<file path="src/rtl/buffer_64bit_pkg.sv">
// buffer_64bit_pkg: shared access-mode encoding and lane geometry for the 64-bit buffer.
package buffer_64bit_pkg;
    typedef enum logic {
        BYTE_MODE = 1'b0,
        WORD_MODE = 1'b1
    } mode_e;
    localparam int Lanes = 8;
endpackage

</file>
<file path="src/rtl/buffer_lane.sv">
// buffer_lane: one byte lane of storage with synchronous clear and a combinational read port.
module buffer_lane #(
    parameter int Depth = 16,
    localparam int AddrW = $clog2(Depth)
) (
    input  logic             clk,
    input  logic             rst,
    input  logic             we,
    input  logic [AddrW-1:0] addr,
    input  logic [7:0]       wdata,
    output logic [7:0]       rdata
);
    logic [7:0] mem [Depth];
    always_ff @(posedge clk) begin
        if (rst) begin
            for (int i = 0; i < Depth; i++) mem[i] <= 8'h00;
        end else if (we) begin
            mem[addr] <= wdata;
        end
    end
    // Read sees pre-edge contents, so a same-cycle write never leaks into the read.
    assign rdata = mem[addr];
endmodule

</file>
<file path="src/rtl/buffer_64bit.sv">
// buffer_64bit: byte/word addressable little-endian buffer built from eight byte lanes.
module buffer_64bit
    import buffer_64bit_pkg::*;
#(
    parameter int BuffDepth = 128,
    localparam int ByteAddrW = $clog2(BuffDepth),
    localparam int WordAddrW = $clog2(BuffDepth / 8)
) (
    input  logic                 clk,
    input  logic                 rst,
    input  logic                 write_en,
    input  logic                 read_en,
    input  logic                 addr_mode,
    input  logic [ByteAddrW-1:0] byte_addr,
    input  logic [WordAddrW-1:0] word_addr,
    input  logic [7:0]           byte_in,
    input  logic [63:0]          word_in,
    output logic [7:0]           byte_out,
    output logic [63:0]          word_out
);
    logic                 word_mode;
    logic [WordAddrW-1:0] row;
    logic [2:0]           lane_sel;
    logic [Lanes-1:0]     lane_we;
    logic [63:0]          rd_word;

    assign word_mode = mode_e'(addr_mode) == WORD_MODE;
    assign row       = word_mode ? word_addr : byte_addr[ByteAddrW-1:3];
    assign lane_sel  = byte_addr[2:0];

    for (genvar g = 0; g < Lanes; g++) begin : g_lane
        assign lane_we[g] = write_en & (word_mode | (lane_sel == 3'(g)));
        buffer_lane #(.Depth(BuffDepth / 8)) u_lane (
            .clk   (clk),
            .rst   (rst),
            .we    (lane_we[g]),
            .addr  (row),
            .wdata (word_mode ? word_in[8*g +: 8] : byte_in),
            .rdata (rd_word[8*g +: 8])
        );
    end

    always_ff @(posedge clk) begin
        if (rst) begin
            byte_out <= 8'h00;
            word_out <= 64'h0;
        end else if (read_en) begin
            if (word_mode) word_out <= rd_word;
            else byte_out <= rd_word[8*lane_sel +: 8];
        end
    end
endmodule

</file>
<file path="config.mk">
export PLATFORM = sky130hd
export DESIGN_NAME = buffer_64bit
export DESIGN_NICKNAME = d
export VERILOG_FILES = /design/src/rtl/buffer_64bit_pkg.sv /design/src/rtl/buffer_lane.sv /design/src/rtl/buffer_64bit.sv
export SDC_FILE = /design/constraint.sdc
export NUM_CORES = 2
export LEC_CHECK = 0
export ABC_AREA = 0
export BUFFER_PORTS_ARGS = -buffer_cell sky130_fd_sc_hd__buf_2
export CORE_MARGIN = 2
export CORE_UTILIZATION = 49
export CTS_CLUSTER_SIZE = 20
export DETAILED_ROUTE_END_ITERATION = 10
export PLACE_DENSITY = 0.73
export SETUP_SLACK_MARGIN = 0.1
export SYNTH_ARGS = -nofsm -noshare
export SYNTH_HDL_FRONTEND = slang
export SYNTH_SLANG_ARGS = --single-unit
</file>
<file path="constraint.sdc">
create_clock -name clk -period 2.26 [get_ports clk]
set_input_delay 0 -clock clk [delete_from_list [all_inputs] [get_ports clk]]
set_output_delay 0 -clock clk [all_outputs]
set_load 0.005 [all_outputs]
</file>
==> summary.txt <==
Place
  • Area post-placement: roughly 0.054 mm^2
  • Final Wtd Congestion: 0.9647
  • Hpwl dp: 98570 um
  • Dpl ws: -0.4421 ns
  • Number of port buffers: 159

Pwr
  • Tot Pwr: 0.04697 W
  • Leakage: 20.80 nW
  • Max VDD drop: about 0.57 mV
  • Pwr/cell area: roughly 800 mW/mm^2

Finish
  • Synth-to-layout area growth: 23.85%
  • Total Nets Final: 4276
  • Register area: 0.03219 mm^2
  • Ratio of cells with drive above 1 in the final layout: 27.48%
  • Multi-input logic area: approximately 0.014 mm^2
  • FILL cells: just under 7000
  • Final instance area: 0.05848 mm^2

Critical path
  • Critical path arrival: 2.73 ns
  • Critical path launch point type: flop
  • Reg2reg setup slack: 0.11 ns
  • Max incr delay on CP: 0.49 ns
  • CP cell instances: mux4_2 > a22oi_1 > nand2_1 > a221oi_1 > buf_4 > nand4_1
  • CP Capture Type: flop
  • Slowest-stage cell, CP: mux4_2
  • Worst path required time: 2.84 ns
  • Crit path max fanout: 2
  • Critical setup path kind: reg2reg

Floorplanning
  • Die Area: 0.09886 mm^2
  • DIE WIDTH: 314.4 um
  • Die Ht: 314.4 um
  • Rows: 113
  • Core box area: 0.09529 mm^2
  • I/O Pins: 160
  • Initial Utilization: 49.55%

STA
  • Final setup viols: 0
  • Fin worst setup slack: 0.1074 ns
  • Final worst-path cycle share: 95.25%
  • Tightest Pin Transition: 1.221 ns
  • Setup TNS: 0 ns
  • Total count of hold-check failures in the final report: 0
  • Min cycle time layout: 2.153 ns
  • Unrepaired setup endpoints after global routing: false
  • Fin. max-slew vios: 0
  • Maximum clock rate: 464.5 MHz
  • Skew final: 0.02830 ns
  • Relative slew slack: 17.94%

Yosys
  • Synth unique cells: 37
  • Top FF cell, synth: edfxtp_1
  • Yosys top cell by area: edfxtp_1
  • Commonest cells in the synthesized netlist: nor2_1 (1127), edfxtp_1 (1024), nand2_1 (453)
  • Post-synthesis cell count: ~3500
  • Yosys reg bits: roughly 1100
  • Post-Syn Area: between 0.04 and 0.05 mm^2
  • Ranking of synthesized cells by area: edfxtp_1 (65%), mux4_2 (12%), nor2_1 (9.0%)
  • Post-synthesis net count: 3600
  • EDFF count, synth: 1024
  • Mapped Avg Cell Area: 13.44 um^2
  • Sequential share of the synthesized area: 68.18%
  • FFs w/ async S/R, synth: 0%
  • Synth warn: 0
  • Yosys top cell area share: 65.12%
  • Most common cell in the synthesized netlist: nor2_1

Global route
  • Initial antenna violation count: 4
  • First-pass GRT wire length: 211000 um
  • Maximum number of pins on one net before global-route repair: 66
  • Vias in the first global route: 32760
  • Remaining Overflow, GRT: 0
  • Gr usage total: ~29%

Clocking
  • H-Tree Level Count: 3
  • CTS tree: built
  • Clk buf depth: 3
  • Post-CTS Setup Bufs: 0
  • Clock Latency Late Sink: roughly 0.7 ns
  • Post-CTS sizing: 0
  • Worst-path clk slew: 0.06 ns
  • Total CTS buffers: 108
  • Clk root buf: clkbuf_16
  • Sink Count: 1096
  • Hold_buf cts: 68

Drt
  • Routed Antenna Nets: 0
  • Drc violations: 0
  • Via density: 6.050
  • Drt total wl: 143900 um
  • Vias: 33570
  • 1st-pass router iterations: 5
  • Initial DRC Count: 4568
  • DR WL/cell: approximately 26 um

Hold path
  • Min-Delay Path Class: in2reg

Run
  • Max cap viols: 0

Outcome
  • Status: complete, no violations
layout by cell type (no fill, tap or decap), types with 3 or more instances in the layout:
cell and count:
nor2_1 1127, edfxtp_1 1024, nand2_1 452, buf_4 445, mux4_2 256, buf_2 157
a21oi_1 113, buf_12 113, clkbuf_16 109, a41oi_1 78, dfxtp_1 72, dlygate4sd3_1 68
a22oi_1 39, nor3_1 28, clkinv_2 24, clkbuf_1 23, clkinv_1 18, nand4_1 17
o21ai_0 16, nand2_2 15, a221oi_1 8, bufinv_16 8, nor2_2 7, nor2b_4 5
clkbuf_8 5, clkinvlp_4 5, inv_6 4, diode_2 3, nand2b_1 3, and3b_1 3
nor3_2 3, or2_2 3, nor2b_2 3
state kept, by name, indices dropped and copies added, names as in the netlist:
| signal | flops |
|---|---|
| byte_out | 8 |
| g_lane.u_lane.mem | 1024 |
| word_out | 64 |
per-stage QoR:
stage	hold WS, ns	cells	utilization, %
6_report	0.05200	5548	61.37
2_1_floorplan	0.2646	3512	-
5_1_grt	0.08995	5545	61.36
4_1_cts	0.03432	5545	61.36
3_5_place_dp	0.3875	5275	57.03
3_3_place_gp	0.3793	5275	57.03
final cells by class:
type / instances / area share [%]
flip-flops and latches: 1096 / 55.05
clock buffers: 137 / 4.929
repair buffers: 783 / 12.09
well taps: 1265 / 2.707
diodes: 3 / 0.01284
multi-input cells: 2196 / 24.22
inverters: 3 / 0.02353
clock inverters: 65 / 0.9692
final timing paths:
kind                                             from                         to  cells after the start
max reg2reg  g_lane[7].u_lane.mem[3][2]$_SDFFCE_PN0P_   byte_out[2]$_SDFFE_PP0P_                      6
max          g_lane[7].u_lane.mem[3][2]$_SDFFCE_PN0P_   byte_out[2]$_SDFFE_PP0P_                      6
min reg2reg                 word_out[25]$_SDFFE_PP0P_  word_out[25]$_SDFFE_PP0P_                      2
min                                               rst  word_out[19]$_SDFFE_PP0P_                      3
metal layers:
layer | vias up | GRT usage, % | part of all wire [%]
met2 | 2423 | 44.13 | 45
met4 | 6 | 12.75 | 4.7
met5 | - | 0 | 0.029
met3 | 335 | 8.702 | 14
li1 | 14230 | - | -
met1 | 16570 | 39.41 | 36
cells by family (layout without fill, tap and decap cells):
group / after synthesis / in the layout / share of synthesized area [%]
other: 0 / 3 / 0
AOI/OAI and AO/OA: 261 / 261 / 3.697
muxes: 259 / 259 / 12.29
DFF: 1096 / 1096 / 68.18
and+or+nand+nor: 1676 / 1676 / 13.81
buffers and inverters: 220 / 988 / 2.035
where the power goes:
group	switching, W	leakage (nW)	internal [W]
Sequential	0.000424	10.3	0.0233
Combinational	0.00320	8.78	0.00239
Clock	0.00774	1.69	0.00994
Total	0.0114	20.8	0.0356
critical path, delay by kind of cell (launching register included):
family                 cells  cell delay [ns]
muxes                      1             0.49
DFF                        1             0.37
AOI/OAI and AO/OA          2             0.62
and+or+nand+nor            2             0.39
buffers and inverters      1             0.18
No activity file was read; power rests on OpenSTA's default activity.
